<file path="src/rtl/seq_detect_param.sv">
// Parametrised serial pattern detector: compares the last PAT_W qualified bits
// against a loadable pattern, pulses o_led on a match and counts matches (saturating).
module seq_detect_param #(
  parameter int unsigned       PAT_W     = 4,
  parameter int unsigned       CNT_W     = 8,
  parameter logic [PAT_W-1:0]  RESET_PAT = 4'b1010
) (
  input  logic             i_clock,
  input  logic             i_reset_n,
  input  logic             i_clear,
  input  logic             i_pat_load,
  input  logic [PAT_W-1:0] i_pattern,
  input  logic             i_overlap,
  input  logic             i_valid,
  input  logic             i_btn,
  output logic             o_led,
  output logic [CNT_W-1:0] o_match_count
);

  localparam int unsigned       FILL_W    = $clog2(PAT_W + 1);
  localparam logic [FILL_W-1:0] FILL_FULL = FILL_W'(PAT_W);
  localparam logic [FILL_W-1:0] FILL_ARM  = FILL_W'(PAT_W - 1);

  // The oldest history bit never takes part in a compare (the window is the
  // newest PAT_W-1 bits plus the incoming bit), so only PAT_W-1 bits are kept.
  logic [PAT_W-1:0]  pat_q,  pat_d;
  logic [PAT_W-2:0]  hist_q, hist_d;
  logic [FILL_W-1:0] fill_q, fill_d;
  logic              led_q,  led_d;
  logic [CNT_W-1:0]  cnt_q,  cnt_d;

  logic [PAT_W-1:0]  window;
  logic              accept;
  logic              hit;

  assign window = {hist_q, i_btn};
  assign accept = i_valid & ~i_clear & ~i_pat_load;
  assign hit    = accept && (fill_q >= FILL_ARM) && (window == pat_q);

  always_comb begin
    pat_d  = pat_q;
    hist_d = hist_q;
    fill_d = fill_q;
    led_d  = 1'b0;
    cnt_d  = cnt_q;
    if (i_clear) begin
      hist_d = '0;
      fill_d = '0;
      cnt_d  = '0;
    end else if (i_pat_load) begin
      pat_d  = i_pattern;
      fill_d = '0;
    end else if (accept) begin
      hist_d = window[PAT_W-2:0];
      if (hit) begin
        led_d = 1'b1;
        if (cnt_q != {CNT_W{1'b1}}) begin
          cnt_d = cnt_q + CNT_W'(1);
        end
        // Non-overlapping mode restarts the fill; stale history is masked by fill_q.
        fill_d = i_overlap ? FILL_FULL : '0;
      end else if (fill_q != FILL_FULL) begin
        fill_d = fill_q + FILL_W'(1);
      end
    end
  end

  always_ff @(posedge i_clock or negedge i_reset_n) begin
    if (!i_reset_n) begin
      pat_q  <= RESET_PAT;
      hist_q <= '0;
      fill_q <= '0;
      led_q  <= 1'b0;
      cnt_q  <= '0;
    end else begin
      pat_q  <= pat_d;
      hist_q <= hist_d;
      fill_q <= fill_d;
      led_q  <= led_d;
      cnt_q  <= cnt_d;
    end
  end

  assign o_led         = led_q;
  assign o_match_count = cnt_q;

endmodule

</file>
<file path="config.mk">
export PLATFORM = sky130hd
export DESIGN_NAME = seq_detect_param
export DESIGN_NICKNAME = d
export VERILOG_FILES = /design/src/rtl/seq_detect_param.sv
export SDC_FILE = /design/constraint.sdc
export NUM_CORES = 1
export LEC_CHECK = 0
export BUFFER_PORTS_ARGS = -buffer_cell sky130_fd_sc_hd__buf_2
export CAP_MARGIN = 30
export CORE_UTILIZATION = 48
export DETAILED_ROUTE_END_ITERATION = 16
export PLACE_DENSITY = 0.85
export SETUP_SLACK_MARGIN = 0.4
export SYNTH_ARGS = -nofsm -noshare
export SYNTH_HDL_FRONTEND = slang
export SYNTH_SLANG_ARGS = --single-unit
</file>
<file path="constraint.sdc">
create_clock -name i_clock -period 1.82 [get_ports i_clock]
set_input_delay 0.273 -clock i_clock [delete_from_list [all_inputs] [get_ports i_clock]]
set_output_delay 0.273 -clock i_clock [all_outputs]
set_load 0.1 [all_outputs]
</file>
==> flow_summary.toml, run 1 <==
[worst_setup_path]
cp_slowest_cell = "dfrtp_1"
cp.depth = 7
crit_chain = "ha_2, ha_4, a211o_1, nand4_4, nor3_4, and4_1, mux2_4"
critical_path_class = "flip-flop to flip-flop"
cp_top_family = "flip-flops"
required_ps = 2020
max_stage_delay_ps = 410
crit_path_start_kind = "flip-flop"
reg2regPathDepth = 7
end_kind = "flip-flop"
cp_max_fo = 4
path_buf_inv = 0
cp.arrival_ps = 1920

[worst_hold_path]
hold_path.class = "input pin to flip-flop"
whs_path_depth = 2

[floorplan]
dieHeight_um = 48.3
die_w_um = 48.3
start_util_pct = 52.0
rows = 16
fp.coreArea_um2 = 1980
dieArea_um2 = 2340
ios = 20

[synthesis]
syn-num-nets = 112
ys_seq_elements = 19
ys_top_cells_by_area = "dfrtp_1, xnor2_1, dfstp_2"
seq_area_frac_synth_pct = 46.4
syn_inst = 97
post_synth_num_cell_types = 33
syn_area_um2 = 1030
ys_warn_count = 0
synth_top_area_cell = "dfrtp_1"
syn_avg_cell_area_um2 = 10.6
synth_top_area_share_pct = 41.3

[timing]
post-route-period-util_pct = 94.7
maxSlewHeadroom_pct = 68.0
setup_violations = 0
tightest_slew_ps = 483
drv_slew = 0
rsz0062_at_grt = "true"
fmax_mhz = 580
min_period_ps = 1720
hold_viol_final = 0
finClkSkew_ps = 6.61

[power_and_ir_drop]
clockPowerShare_pct = 27.4
vdd_ir_drop_max_v = 0.000511
p_seq_share_pct = 58.4
p_switching_mw = 0.206
power_frac_comb_pct = 14.2
p_leak_nw = 0.593
powerDensity_nw_per_um2 = 567
internal_power_mw = 0.576
switching_share_pct = 26.3

[run]
max-cap-violations = 0

[global_route]
grt.total_usage_pct = 19.0
grt_max_degree = 20
grt_pass1_wl_um = 3440
overflow = 0
antenna_found_initial = 0
first_global_vias = 771

[cts]
clockBufferDepth = 2
clkTransAtPathRegs_ps = 110
cts_sinks = 19
cts_tree = "done"
insertion_delay_ps = 300
cts_root_buffer = "clkbuf_4"
numCtsBuffers = 3
htree_levels = 1

[place]
dp_cells = 144
portBuffers = 19
dpl.hpwl_um = 1460
gp_congestion = 0.815

[drt]
first_pass_iters = 4
post_drt_wl_per_cell_um = 13.4
routed_via_density = 5.23
route.detailed.drc = 0
vias = 789
drtIter0Drc = 9
drt-total-wl_um = 2020
final_antenna_net_count = 0

[layout]
layout_commonest_cell = "nor2_1"
instances_no_fill = 151
num-nets-final = 140
layout_common_cells = "nor2_1, buf_4, buf_2"
utilization_pct = 69.5
syn_to_final_growth_pct = 33.6
drive_above_1_share_pct = 51.6
diodes = 0

[run_status]
status = "finished clean"
## sequential cells by signal (all words and copies together) (netlist names)
signal / count
pat_q: 4
o_led: 1
hist_q: 3
o_match_count: 8
fill_q: 3
## final timing paths
path	start	to	slack, ps
max	fill_q[0]$_DFFE_PN0P_	o_match_count[4]$_DFFE_PN0P_	100
min	i_pattern[1]	pat_q[1]$_DFFE_PN1P_	200
max reg2reg	fill_q[0]$_DFFE_PN0P_	o_match_count[4]$_DFFE_PN0P_	100
min reg2reg	pat_q[2]$_DFFE_PN0P_	pat_q[2]$_DFFE_PN0P_	550
max in group asynchronous	i_reset_n	pat_q[3]$_DFFE_PN1P_	1080
min in group asynchronous	i_reset_n	o_match_count[6]$_DFFE_PN0P_	420
## per-stage QoR
stage	total power [mW]	instance area, um2	TNS, ps	hold slack, ps	setup WS (ps)
6_report	0.781	1380	0	198	96.5
5_1_grt	0.828	1380	0	194	21.1
4_1_cts	0.787	1330	0	191	97.9
3_5_place_dp	0.568	1250	0	227	81.2
3_3_place_gp	0.563	1250	0	227	128
2_1_floorplan	0.532	1120	-83.8	-22.6	-83.8
## final cells by class
class | count | area (um2)
Clock inverter | 1 | 5.00
Inverter | 5 | 18.8
Fill cell | 137 | 604
Sequential cell | 19 | 505
Clock buffer | 3 | 22.5
Multi-Input combinational cell | 71 | 626
Tap cell | 27 | 33.8
Timing Repair Buffer | 25 | 166
## power groups by stage
stage / clock network [mW] / logic, mW / registers [mW]
floorplan: 0 / 0.0690 / 0.463
global placement: 0 / 0.0987 / 0.464
detailed placement: 0 / 0.103 / 0.465
CTS: 0.222 / 0.109 / 0.456
global route: 0.245 / 0.123 / 0.460
finish: 0.214 / 0.111 / 0.456
## repair_timing
item | in CTS | in global routing
hold endpoints to repair | 17 | 0
pin swaps | 1 | 3
setup endpoints to repair | 19 | 12
setup buffers | 2 | 0
gates resized for setup | 11 | 8
hold buffers | 1 | 0
## cell usage after synthesis (all sizes together)
cell type / instances
a211o: 1
a21bo: 1
a21boi: 1
a21oi: 4
a311oi: 1
a31o: 2
and3: 1
and4: 1
buf: 1
clkbuf: 1
dfrtp: 17
dfstp: 2
ha: 4
inv: 5
mux2: 5
mux2i: 4
nand2: 6
nand2b: 2
nand3: 2
nand3b: 1
nand4: 1
nand4b: 1
nor2: 14
nor2b: 2
nor3: 3
nor3b: 1
nor4: 3
nor4b: 1
o21ai: 1
xnor2: 8
## cell families after synthesis
kind of cell             share of synthesized area (%)
flip-flops                                        46.4
AND/OR/NAND/NOR                                   21.8
XOR/XNOR                                          6.80
AO/OA/AOI/OAI                                     7.52
buffers and inverters                             3.28
multiplexers                                      9.34
adder cells (fa/ha/maj)                           4.85
## routing by layer
metal | track usage (%) | up-vias | wire length (um)
li1 | - | 392 | -
met1 | 24.0 | 376 | 903
met2 | 31.9 | 17 | 1040
met3 | 2.20 | 4 | 55
met4 | 10.3 | 0 | 23
met5 | 0 | - | 0
Note: power is estimated with default switching activity, not from simulation.
==> run 2: changes to the inputs <==
- CELL_PAD_IN_SITES_DETAIL_PLACEMENT: unset -> 1
- CELL_PAD_IN_SITES_GLOBAL_PLACEMENT: unset -> 1
- CORE_ASPECT_RATIO: unset -> 1.4
- CORE_UTILIZATION: 48 -> 37
- PLACE_DENSITY: 0.85 -> 0.84
- SETUP_SLACK_MARGIN: 0.4 -> 0.5
==> run 2 against run 1 <==
  * Fmax rose by 0.36%
  * Routed wire length rose by 16%
  * Global-route usage rose by 0.46 points
  * Worst hold slack improved by 7.0 ps
  * Sequential cell count did not move
  * Clock power barely moved
  * Count of clock-buffer cells in the layout rose by 1
==> flow_summary.toml, run 2 (synthesis gave the netlist of run 1 again) <==
[drt]
drt-total-wl_um = 2340
dr_wl_met3_um = 39
top_layer = "met4"
wl_met2_um = 1320
route.detailed.drc = 0
drtIter0Drc = 1
post_drt_wl_per_cell_um = 14.5
routed_via_density = 4.96
vias = 804
m1WireLength_um = 937
final_antenna_net_count = 0
first_pass_iters = 3

[place]
gp_congestion = 0.767
dp_cells = 154
place_area_um2 = 1270
dpl.hpwl_um = 1790
portBuffers = 19

[floorplan]
rows = 22
fp.coreArea_um2 = 2640
start_util_pct = 39.0
die_w_um = 46.6
dieArea_um2 = 3000
ios = 20
dieHeight_um = 64.5

[worst_setup_path]
cp.arrival_ps = 1920
required_ps = 2020
crit_start = "fill_q[0]$_DFFE_PN0P_"
end_kind = "flip-flop"
r2r_slack_ps = 100
reg2reg_to = "o_match_count[4]$_DFFE_PN0P_"
critical_path_class = "flip-flop to flip-flop"
r2r-start = "fill_q[0]$_DFFE_PN0P_"
crit_chain = "ha_2, ha_4, a211o_1, nand4_4, nor3_4, and4_1, mux2_4"
max_stage_delay_ps = 400
reg2regPathDepth = 7
cp_slowest_cell = "dfrtp_1"
cp_max_fo = 3
endpoint = "o_match_count[4]$_DFFE_PN0P_"
crit_path_start_kind = "flip-flop"

[layout]
ff_latch_area_um2 = 505
drive_above_1_share_pct = 48.4
layout_common_cells = "nor2_1, buf_2, dfrtp_1"
syn_to_final_growth_pct = 40.4
instances_no_fill = 162
diodes = 0
layout_commonest_cell = "nor2_1"
design_area_um2 = 1450
largest_reg_flops = 8
multi_input_area_um2 = 616
num-nets-final = 142
fillers = 302

[timing]
finClkSkew_ps = 13.2
timing.hold.ws_ps = 205
drv_slew = 0
hold_viol_final = 0
min_period_ps = 1720
fmax_mhz = 582
rsz0062_at_grt = "true"
post-route-period-util_pct = 94.4
maxSlewHeadroom_pct = 71.6
setup_violations = 0
tightest_slew_ps = 426

[cts]
clockBufferDepth = 2
cts_sinks = 19
htree_levels = 1
cts_root_buffer = "clkbuf_4"
cts_tree = "done"
insertion_delay_ps = 310
numCtsBuffers = 3
clkTransAtPathRegs_ps = 110

[global_route]
antenna_found_initial = 0
overflow = 0
grt_pass1_wl_um = 4230
first_global_vias = 954
grt_max_degree = 20
grt.total_usage_pct = 19.5

[run_status]
status = "finished clean"

[power_and_ir_drop]
powerDensity_nw_per_um2 = 551
p_leak_nw = 0.611
vdd_ir_drop_max_v = 0.000412

[worst_hold_path]
hold_path.class = "input pin to flip-flop"

[run]
max-cap-violations = 0
run 2: worst max-delay path: cells and delay by family, from the launching register on:
family	cells	cell delay, ps
adders and majority gates	2	350
and+or+nand+nor	3	330
DFF	1	400
muxes	1	290
AOI/OAI and AO/OA	1	260
run 2: worst min path at each step:
stage                 startpoint                            to  slack, ps  cells past startpoint
floorplan              i_reset_n         fill_q[0]$_DFFE_PN0P_        -20                      0
global placement       i_reset_n  o_match_count[2]$_DFFE_PN0P_        230                      1
detailed placement     i_reset_n  o_match_count[4]$_DFFE_PN0P_        240                      1
CTS                 i_pattern[1]          pat_q[1]$_DFFE_PN1P_        200                      2
global route        i_pattern[3]          pat_q[3]$_DFFE_PN1P_        190                      2
finish                i_pat_load         fill_q[1]$_DFFE_PN0P_        210                      2
run 2: layout make-up:
| cell class | count | share of cell area [%] |
|---|---|---|
| repair buffers | 27 | 16.3 |
| inverters | 5 | 1.30 |
| flip-flops and latches | 19 | 34.9 |
| clock buffers | 4 | 1.82 |
| multi-input cells | 71 | 42.5 |
| well taps | 36 | 3.11 |
run 2: routing by layer:
| layer | track usage [%] | vias to the layer above |
|---|---|---|
| met5 | 0 | - |
| met4 | 8.93 | 0 |
| met3 | 2.51 | 4 |
| met2 | 33.9 | 8 |
| met1 | 22.4 | 399 |
| li1 | - | 393 |
run 2: repair_timing:
| item | CTS | global route |
|---|---|---|
| endpoints found under the hold margin | 17 | 0 |
| endpoints found under the setup margin | 21 | 18 |
| hold buffers | 1 | 0 |
| buffers inserted | 2 | 1 |
| cloned | 0 | 0 |
| resized for setup | 27 | 4 |
| pin swaps | 6 | 3 |
run 2: report_power, final:
group | internal [mW] | leakage, nW | switching (mW)
clock | 0.0855 | 0.0150 | 0.131
combinational | 0.0572 | 0.359 | 0.0654
sequential | 0.444 | 0.237 | 0.0141
total | 0.587 | 0.611 | 0.211
run 2: stage by stage:
stage	TNS [ps]	setup WS [ps]	power [mW]	utilization (%)
after global routing	0	16.5	0.842	54.8
final	0	103	0.797	54.8
after floorplan	-83.8	-83.8	0.532	-
after detailed placement	0	60.5	0.576	48.2
after CTS	0	96.3	0.808	53.7
after global placement	0	123	0.570	48.2
==> run 3: changes to the inputs <==
- clock period: 1.82 -> 1.5 ns (I/O delays scaled with it)
==> run 3 against run 2 <==
  * The run now ends with negative setup slack left
  * Via count rose by 15%
  * Critical path depth rose by 1
  * Clock skew fell by 6.8 ps
  * Count of clock-buffer cells in the layout fell by 1
  * Non-clock buffer count rose by 17
  * Sequential power rose by 22%
  * Routed wire length rose by 42%
  * Final cell count rose by 10%
  * Critical path type unchanged
  * Combinational power rose by 44%
==> flow_summary.toml, run 3 (synthesis gave the netlist of run 1 again) <==
[run_status]
status = "complete, but fails checks"
violations = "negative setup slack"

[run]
max-cap-violations = 0

[cts]
cts_root_buffer = "clkbuf_4"
cts_tree = "done"
insertion_delay_ps = 320
cts_sinks = 19
htree_levels = 1
clockBufferDepth = 2
clkTransAtPathRegs_ps = 110
numCtsBuffers = 3

[global_route]
grt_max_degree = 20
grt_pass1_wl_um = 5340
grt.total_usage_pct = 25.6
first_global_vias = 1103
antenna_found_initial = 0
overflow = 0

[worst_setup_path]
crit_chain = "ha_2, ha_4, a211o_1, nand4_4, nor3_4, buf_4, nand4b_1, a21oi_1"
critical_path_class = "flip-flop to flip-flop"
crit_path_start_kind = "flip-flop"
r2r_slack_ps = -310
r2r-start = "fill_q[1]$_DFFE_PN0P_"
endpoint = "o_match_count[6]$_DFFE_PN0P_"
reg2reg_to = "o_match_count[6]$_DFFE_PN0P_"
reg2regPathDepth = 8
cp.arrival_ps = 2040
cp_slowest_cell = "dfrtp_1"
required_ps = 1730
max_stage_delay_ps = 380
cp_max_fo = 7
crit_start = "fill_q[1]$_DFFE_PN0P_"
end_kind = "flip-flop"

[place]
gp_congestion = 0.767
dpl.hpwl_um = 2110
pre_cts_ws_ps = -281
portBuffers = 19
dp_cells = 168

[layout]
largest_reg_flops = 8
layout_common_cells = "buf_4, nor2_1, buf_2"
layout_commonest_cell = "buf_4"
utilization_pct = 63.2
diodes = 0
instances_no_fill = 179
syn_to_final_growth_pct = 61.9
drive_above_1_share_pct = 58.7
num-nets-final = 159

[timing]
finClkSkew_ps = 6.44
rsz0062_at_grt = "true"
hold_viol_final = 0
maxSlewHeadroom_pct = 70.8
drv_slew = 0
setup_tns_ps = -2400
setup_violations = 11
layout_setup_ws_ps = -308
fmax_mhz = 553
post-route-period-util_pct = 121
tightest_slew_ps = 438
min_period_ps = 1810

[drt]
first_pass_iters = 4
drtIter0Drc = 8
final_antenna_net_count = 0
drt-total-wl_um = 3320
post_drt_wl_per_cell_um = 18.5
routed_via_density = 5.16
vias = 924
route.detailed.drc = 0

[floorplan]
dieArea_um2 = 3000
die_w_um = 46.6
rows = 22
ios = 20
dieHeight_um = 64.5
fp.coreArea_um2 = 2640
start_util_pct = 39.0

[power_and_ir_drop]
vdd_ir_drop_max_v = 0.000572
p_leak_nw = 0.726
powerDensity_nw_per_um2 = 604

[worst_hold_path]
hold_path.class = "input pin to flip-flop"
-- run 3: cell types whose count changed in the layout (fill, tap and decap cells not counted), sizes merged --
cell    before  now
buf         26   43
clkbuf       4    3
clkinv       0    1
-- run 3: how the worst min path moves through the flow --
stage / slack (ps) / from / endpoint / cells after the start
2_1_floorplan: -70 / i_reset_n / fill_q[0]$_DFFE_PN0P_ / 0
3_3_place_gp: 180 / i_reset_n / o_match_count[2]$_DFFE_PN0P_ / 1
3_5_place_dp: 190 / i_reset_n / o_match_count[2]$_DFFE_PN0P_ / 1
4_1_cts: 140 / i_pattern[1] / pat_q[1]$_DFFE_PN1P_ / 2
5_1_grt: 140 / i_pattern[1] / pat_q[1]$_DFFE_PN1P_ / 2
6_report: 140 / i_pattern[0] / pat_q[0]$_DFFE_PN0P_ / 2
-- run 3: cell type report --
cell class / count / area, um2
clock inverter: 1 / 5.00
fill: 287 / 973
sequential: 19 / 507
inverter: 5 / 18.8
multi-input combinational: 71 / 632
tap: 36 / 45.0
timing repair buffer: 44 / 439
clock buffer: 3 / 22.5
-- run 3: where the power goes --
| part | switching, mW | internal, mW | leakage, nW |
|---|---|---|---|
| sequential | 0.0191 | 0.539 | 0.235 |
| combinational | 0.0886 | 0.0882 | 0.473 |
| clock | 0.174 | 0.100 | 0.0177 |
| total | 0.282 | 0.727 | 0.726 |
-- run 3: critical path, delay by kind of cell, from the launching register on --
family,cells,cell delay [ps]
and+or+nand+nor,3,460
adders and majority gates,2,310
AOI/OAI and AO/OA,2,380
DFF,1,380
buffers and inverters,1,190
-- run 3: metrics by stage --
| step | cell area, um2 | hold slack, ps | total power, mW |
|---|---|---|---|
| floorplan | 1120 | -70.6 | 0.647 |
| global placement | 1390 | 181 | 0.713 |
| detailed placement | 1390 | 193 | 0.726 |
| CTS | 1640 | 144 | 1.00 |
| global route | 1670 | 141 | 1.05 |
| finish | 1670 | 139 | 1.01 |
-- run 3: repair_timing --
item | in CTS | in global routing
gates resized for setup | 45 | 3
endpoints found under the hold margin | 17 | 0
hold buffers | 1 | 0
setup buffers | 5 | 1
pin swaps | 2 | 0
endpoints found under the setup margin | 21 | 21
-- run 3: per-layer routing --
metal / vias up / global-route usage [%] / wire length (um)
met2: 18 / 48.1 / 1970
li1: 432 / - / -
met1: 465 / 25.9 / 1180
met4: 0 / 10.4 / 91
met5: - / 0 / 0
met3: 9 / 3.90 / 83
